===== src/rtl/decode_queue_unit.sv =====
// RISC-V decode queue: decodes on enqueue, buffers decoded entries in a DEPTH-deep FIFO.
// Optional vector decode is enabled by defining CORE101_VEC_DECODE_EN.
module decode_queue_unit #(
    parameter int DEPTH    = 4,
    parameter int PC_WIDTH = 32
) (
    input  logic                       clock_in,
    input  logic                       reset_in,
    input  logic                       flush_in,
    input  logic                       ins_valid_in,
    output logic                       ins_ready_out,
    input  logic [31:0]                ins_in,
    input  logic [PC_WIDTH-1:0]        pc_in,
    output logic                       dec_valid_out,
    input  logic                       dec_ready_in,
    output logic [2:0]                 exec_unit_sel_out,
    output logic [3:0]                 exec_unit_uop_out,
    output logic                       pc_mux_sel_out,
    output logic                       imm_mux_sel_out,
    output logic                       illegal_out,
    output logic [4:0]                 rs1_out,
    output logic [4:0]                 rs2_out,
    output logic [4:0]                 rd_out,
    output logic [PC_WIDTH-1:0]        pc_out,
    output logic [$clog2(DEPTH):0]     count_out
);

    localparam int AW = $clog2(DEPTH);

    localparam logic [4:0] OPC_LOAD   = 5'b00000;
    localparam logic [4:0] OPC_STORE  = 5'b01000;
    localparam logic [4:0] OPC_OPIMM  = 5'b00100;
    localparam logic [4:0] OPC_AUIPC  = 5'b00101;
    localparam logic [4:0] OPC_OP     = 5'b01100;
    localparam logic [4:0] OPC_LUI    = 5'b01101;
    localparam logic [4:0] OPC_BRANCH = 5'b11000;
    localparam logic [4:0] OPC_JALR   = 5'b11001;
    localparam logic [4:0] OPC_JAL    = 5'b11011;
    localparam logic [4:0] OPC_SYSTEM = 5'b11100;
    localparam logic [4:0] OPC_OPV    = 5'b10101;

    localparam logic [2:0] SEL_NONE = 3'b000;
    localparam logic [2:0] SEL_INT  = 3'b001;
    localparam logic [2:0] SEL_LSU  = 3'b010;
    localparam logic [2:0] SEL_VEC  = 3'b100;

    typedef struct packed {
        logic [2:0]          sel;
        logic [3:0]          uop;
        logic                pc_mux;
        logic                imm_mux;
        logic                illegal;
        logic [4:0]          rs1;
        logic [4:0]          rs2;
        logic [4:0]          rd;
        logic [PC_WIDTH-1:0] pc;
    } entry_t;

    entry_t              mem [DEPTH];
    entry_t              dec;
    entry_t              head;
    logic [AW-1:0]       wr_ptr;
    logic [AW-1:0]       rd_ptr;
    logic [AW:0]         count;
    logic                push;
    logic                pop;

    logic [4:0] opcode;
    logic [2:0] funct3;
    logic [6:0] funct7;
    logic       bad;

    assign opcode = ins_in[6:2];
    assign funct3 = ins_in[14:12];
    assign funct7 = ins_in[31:25];

    // Decode of the offered instruction; illegal encodings carry only the flag
    // and register fields so no functional unit or operand mux is selected.
    always_comb begin
        dec         = '0;
        bad         = 1'b0;
        dec.rs1     = ins_in[19:15];
        dec.rs2     = ins_in[24:20];
        dec.rd      = ins_in[11:7];
        dec.pc      = pc_in;
        if (ins_in[1:0] != 2'b11) begin
            bad = 1'b1;
        end else begin
            case (opcode)
                OPC_LOAD: begin
                    dec.sel     = SEL_LSU;
                    dec.uop     = {1'b0, funct3};
                    dec.imm_mux = 1'b1;
                    bad         = (funct3 == 3'b011) || (funct3 == 3'b110) || (funct3 == 3'b111);
                end
                OPC_STORE: begin
                    dec.sel     = SEL_LSU;
                    dec.uop     = {1'b1, funct3};
                    dec.imm_mux = 1'b1;
                    bad         = (funct3 > 3'b010);
                end
                OPC_OPIMM: begin
                    dec.sel     = SEL_INT;
                    dec.uop     = {(funct3 == 3'b101) ? funct7[5] : 1'b0, funct3};
                    dec.imm_mux = 1'b1;
                    bad         = ((funct3 == 3'b001) && (funct7 != 7'b0000000)) ||
                                  ((funct3 == 3'b101) && (funct7 != 7'b0000000) &&
                                   (funct7 != 7'b0100000));
                end
                OPC_AUIPC: begin
                    dec.sel     = SEL_INT;
                    dec.pc_mux  = 1'b1;
                    dec.imm_mux = 1'b1;
                end
                OPC_OP: begin
                    dec.sel = SEL_INT;
                    dec.uop = {funct7[5], funct3};
                    bad     = (funct7 != 7'b0000000) &&
                              !((funct7 == 7'b0100000) &&
                                ((funct3 == 3'b000) || (funct3 == 3'b101)));
                end
                OPC_LUI: begin
                    dec.sel     = SEL_INT;
                    dec.imm_mux = 1'b1;
                end
                OPC_BRANCH: begin
                    dec.sel    = SEL_INT;
                    dec.uop    = {1'b0, funct3};
                    dec.pc_mux = 1'b1;
                    bad        = (funct3 == 3'b010) || (funct3 == 3'b011);
                end
                OPC_JALR, OPC_JAL: begin
                    dec.sel     = SEL_INT;
                    dec.pc_mux  = 1'b1;
                    dec.imm_mux = 1'b1;
                end
                OPC_SYSTEM: begin
                    dec.sel = SEL_INT;
                end
`ifdef CORE101_VEC_DECODE_EN
                OPC_OPV: begin
                    dec.sel = SEL_VEC;
                    dec.uop = {1'b0, funct3};
                end
`endif
                default: bad = 1'b1;
            endcase
        end
        if (bad) begin
            dec.sel     = SEL_NONE;
            dec.uop     = 4'b0000;
            dec.pc_mux  = 1'b0;
            dec.imm_mux = 1'b0;
            dec.illegal = 1'b1;
        end
    end

    // Ready is derived from registered occupancy only, so a full queue refuses
    // an offer even in a cycle where the head is being consumed.
    assign ins_ready_out = (count < (AW+1)'(DEPTH));
    assign dec_valid_out = (count != '0);
    assign push          = ins_valid_in && ins_ready_out;
    assign pop           = dec_valid_out && dec_ready_in;
    assign count_out     = count;

    always_ff @(posedge clock_in) begin
        if (reset_in || flush_in) begin
            wr_ptr <= '0;
            rd_ptr <= '0;
            count  <= '0;
        end else begin
            if (push) wr_ptr <= wr_ptr + 1'b1;
            if (pop)  rd_ptr <= rd_ptr + 1'b1;
            case ({push, pop})
                2'b10:   count <= count + 1'b1;
                2'b01:   count <= count - 1'b1;
                default: count <= count;
            endcase
        end
    end

    always_ff @(posedge clock_in) begin
        if (push && !flush_in && !reset_in) mem[wr_ptr] <= dec;
    end

    assign head = dec_valid_out ? mem[rd_ptr] : '0;

    assign exec_unit_sel_out = head.sel;
    assign exec_unit_uop_out = head.uop;
    assign pc_mux_sel_out    = head.pc_mux;
    assign imm_mux_sel_out   = head.imm_mux;
    assign illegal_out       = head.illegal;
    assign rs1_out           = head.rs1;
    assign rs2_out           = head.rs2;
    assign rd_out            = head.rd;
    assign pc_out            = head.pc;

endmodule

===== config.mk =====
export PLATFORM = sky130hd
export DESIGN_NAME = decode_queue_unit
export DESIGN_NICKNAME = d
export VERILOG_FILES = /design/src/rtl/decode_queue_unit.sv
export SDC_FILE = /design/constraint.sdc
export NUM_CORES = 1
export LEC_CHECK = 0
export ABC_AREA = 1
export CAP_MARGIN = 20
export CORE_MARGIN = 8
export CORE_UTILIZATION = 26
export CTS_BUF_LIST = sky130_fd_sc_hd__clkbuf_4 sky130_fd_sc_hd__clkbuf_8 sky130_fd_sc_hd__clkbuf_16
export CTS_CLUSTER_SIZE = 25
export DETAILED_ROUTE_END_ITERATION = 10
export GPL_TIMING_DRIVEN = 0
export PLACE_DENSITY = 0.47
export SLEW_MARGIN = 30
export SYNTH_ARGS = -nofsm -noshare
export SYNTH_HDL_FRONTEND = slang
export SYNTH_SLANG_ARGS = --single-unit

===== constraint.sdc =====
create_clock -name clock_in -period 4.6 [get_ports clock_in]
set_input_delay 0.92 -clock clock_in [delete_from_list [all_inputs] [get_ports clock_in]]
set_output_delay 0.92 -clock clock_in [all_outputs]
set_load 0.01 [all_outputs]

# Yosys cells after proc, flatten, opt, wreduce, memory -nomap -nowiden
# Memories as Yosys holds them, arrays and structs flattened. A register that Yosys moved wholly into a read port is not among the register bits.
# Index checks and enable logic that the tools add are counted.
# op_classes
n_eq_ne	20
mux	15
n_reduce_logical	29
magnitude_cmp	2
add_sub_neg	4
# ops
op	count
$mux W57	1
$eq A5 B5 Y1 const B	4
$pmux W4 S4	1
$eq A5 B4 Y1 const B	3
$eq A5 B3 Y1 const B	2
$mux W10	1
$eq A3 B3 Y1 const B	3
$logic_and A1 B1 Y1	9
$mux W8	1
$reduce_or A8 Y1	1
$eq A7 B6 Y1 const B	1
$ne A7 B6 Y1 const B	1
$reduce_bool A7 Y1	1
$reduce_or A7 Y1	1
$eq A3 B2 Y1 const B	2
$logic_or A1 B1 Y1	6
$mux W1	6
$pmux W1 S6	1
$pmux W3 S2	1
$logic_not A5 Y1	1
$reduce_or A5 Y1	1
$add A2 B1 Y2 const B	2
$mux W2	2
$pmux W2 S2	1
14 further kinds	17
# word_totals
n_memories	1
ff_bits	7
ram_bits	228
input_bits	69
# memory_table
name	words	width	read_ports	rd_clocked_by_memory_dff	wr	line	text
mem	4	57	1	1	1	59	entry_t mem [DEPTH];

# Longest topological paths before layout
# depth
word_depth	8
ltp_mapped	9
mapped_depth_nobuf	9

# Least setup slack after synthesis
# Ideal clock, no wire load.
# synth_path
kind	input to register
start	input flush_in
end	memory mem[0][0] in the netlist's numbering, enable pin
setup_slack_ns	0.419
path_buffers	0
stages	3
setup_time_ns	0.470
t_arrival_ns	3.711
path_cell_list	nor2_1 nand3_1 nor2_1
# synth_between
elab_chain_cells	5
# synth_rtl
item	line	text
start, declared	9	input logic flush_in,
$logic_not A1 Y1	183	if (push && !flush_in && !reset_in) mem[wr_ptr] <= dec;
$logic_and A1 B1 Y1 (2 in a row)	183	
$mux W1	183	
$mux W1 (implied by the code)	183	
end, declared	59	
# Every way passes these cells.

==> key figures <==
Die
  – CORE AREA: 35700 um^2
  – Die Wd: 206 um
  – Die ar.: 42600 um^2
  – I/O pins: 131
  – Die Ht: 206 um
  – Initial Util: 26.4%
  – Row count: 69

Drt
  – DRT iter0 DRCs: 304
  – DR WL/cell: 17.4 um
  – Drt total wl: 25100 um
  – Vias: 6256
  – Routed Antenna Nets: 0
  – Metal3 WL: 1460 um
  – DRC viols: 0
  – Vias per cell: 4.33
  – Metal1 wirelength: 11000 um
  – Drt pass-1 iters: 4
  – Met2 Wirelength: 12200 um
  – DR top layer: met5

Logic synthesis
  – Seq cells post-synth: 233
  – Cell variety after synth: 28
  – Cell Area, Synth: 9420 um^2
  – Simple-gate share of the synthesized area: 12.2%
  – Synthesized instance count: 798
  – Largest family of logic cells by synthesized area: simple AND/OR/NAND/NOR gates
  – Post-synthesis xor/xnor area fraction: 0%
  – Synth Area in Adders: 0.877%
  – Mapped Avg Cell Area: 11.8 um^2
  – Synth Net Count: 873
  – Compound-Gate Fraction of Synth Area: 10.4%
  – Sequential share of the synthesized area: 73.3%
  – Multiplexer share of the synthesized area: 0%
  – Ys Warns: 0

Clocking
  – Clk root buf: clkbuf_16
  – TritonCTS clock tree: done
  – H-tree levels: 1
  – Post-CTS Setup Repair Bufs: 0
  – CTS Buf Count: 26
  – Clock Latency Late Sink: 0.52 ns
  – Clock tree buffer depth: 3
  – Post-CTS sizing: 0
  – Clock sink total: 233
  – Clock-pin transition on the worst setup and hold timing paths: 0.05 ns
  – Post-CTS Hold Buffers: 0

Critical path
  – CP Max Fanout: 10
  – Worst setup endpoint: pc_out[29]
  – R2r endpoint: mem[1][41]
  – CP Data Required Time: 3.68 ns
  – Launching point of the worst reg2reg path: count_out[2]
  – Critical Path AT: 2.72 ns
  – CP Capture Type: output port
  – Reg2Reg Setup Slack: 2.46 ns
  – Cells on worst reg2reg path: 5
  – Critical path launch point type: flop
  – Kind of critical path: flop to output port

Finish
  – Most common cell after layout, fill and taps aside: nor2_1
  – ANT cells: 0
  – Final non-filler cell total: 1446
  – Finished Core Util: 35.1%
  – Area growth, synth to finish: 32.7%
  – # nets final: 1043
  – Share of cells above drive strength 1: 8.93%
  – Final Instance Area: 12500 um^2
  – Most frequent cells in the layout: nor2_1, edfxtp_1, clkdlybuf4s50_1

Timing
  – Actual slew at the worst max-slew pin: 0.681 ns
  – Fin Clk Skew: 0.00922 ns
  – Unrepaired setup endpoints after global routing: no
  – Normalized max-slew margin: 54.6%
  – Max Slew Vio Count: 0
  – Hold Fails Final Rpt: 0
  – Final min period: 3.64 ns
  – Post-route clock period utilization: 79.1%
  – Setup_tns: 0 ns
  – Fmax: 0.275 GHz
  – Final WS setup: 0.962 ns
  – Final Setup Violations: 0
  – Worst hold slack: 0.479 ns

Placement
  – Post-DP HPWL: 17000 um
  – Port bufs: 129
  – Pre-CTS setup slack: 0.970 ns
  – Placed cell area: 11600 um^2
  – Routability Congestion: 0.793
  – DP Cell Count: 1401

Power and ir drop
  – Leakage power: 4.24 nW
  – Pwr Total: 4.79 mW
  – Power Density: 383 nW/um^2
  – Peak VDD IR: 0.225 mV

Hold path
  – Worst Hold Class: flop to flop

GRT
  – First-pass GRT wire length: 38200 um
  – Total gr overflow: 0
  – Vias in the first global route: 6525
  – Largest net degree at the start of global routing: 19
  – Aggregate global-route resource usage: 11.8%
  – Initial antenna violation count: 2

Run
  – Max-capacitance violation count: 0

Status
  – Status: completed
-- state kept, by name (all words and copies together), names as in the netlist, named ones only --
register / flops
wr_ptr: 2
rd_ptr: 2
mem: 224
count_out: 3
-- synth_stat cells, drive strengths merged --
| cell type | count | area (um^2) |
|---|---|---|
| edfxtp | 224 | 6730 |
| a211oi | 1 | 7.51 |
| nand2 | 26 | 97.6 |
| a31oi | 1 | 6.26 |
| nor3 | 3 | 20.0 |
| nor2 | 256 | 963 |
| o22ai | 1 | 6.26 |
| nand3 | 8 | 52.6 |
| nand3b | 1 | 7.51 |
| conb | 1 | 3.75 |
| dfxtp | 9 | 180 |
| fa | 1 | 20.0 |
| buf | 29 | 149 |
| ha | 5 | 62.6 |
| o21ai | 122 | 614 |
| inv | 25 | 93.8 |
| nand4 | 1 | 6.26 |
| clkbuf | 15 | 57.6 |
| a21oi | 69 | 345 |
-- how the worst min path moves through the flow --
stage	start	slack [ns]	endpoint	depth (start not counted)
3_5_place_dp	rd_ptr[0]	0.46	rd_ptr[0]	1
5_1_grt	rd_ptr[1]	0.50	rd_ptr[1]	2
2_1_floorplan	rd_ptr[1]	0.44	flop	2
3_3_place_gp	rd_ptr[0]	0.45	rd_ptr[0]	1
4_1_cts	rd_ptr[0]	0.48	flop	1
6_report	rd_ptr[1]	0.48	rd_ptr[1]	2
-- per-layer routing --
layer,vias up,global-route usage (%)
met3,33,2.55
met5,-,0
met2,137,20.9
li1,3135,-
met1,2947,14.3
met4,4,2.88
-- final cells by class --
class | count | area [um^2]
plain buffers | 44 | 206
well taps | 461 | 577
fillers | 3468 | 23200
flip-flops and latches | 233 | 6910
inverters | 25 | 93.8
clock buffers | 35 | 736
repair buffers | 142 | 1610
clock inverters | 10 | 128
multi-input cells | 496 | 2240
-- power breakdown --
part	switching [mW]	internal (mW)	total [mW]
logic	0.205	0.171	0.376
registers	0.00666	2.35	2.35
clock network	0.777	1.28	2.06
total	0.988	3.80	4.79
-- critical path, stage by stage (launching register included) --
cell             delay (ns)
dfxtp_1                0.29
buf_2                  0.15
inv_2                  0.08
buf_4                  0.19
clkbuf_1               0.42
o21ai_0                0.17
a21oi_1                0.28
clkdlybuf4s50_1        0.61
-- logic make-up (layout without fill, tap and decap cells) --
family	count (synthesis)	count (layout)
compound gates	194	194
fa+ha+maj	6	6
buf+inv	69	256
flops	233	233
other cells	1	1
simple gates	295	295
Note: power is estimated with default switching activity, not from simulation.
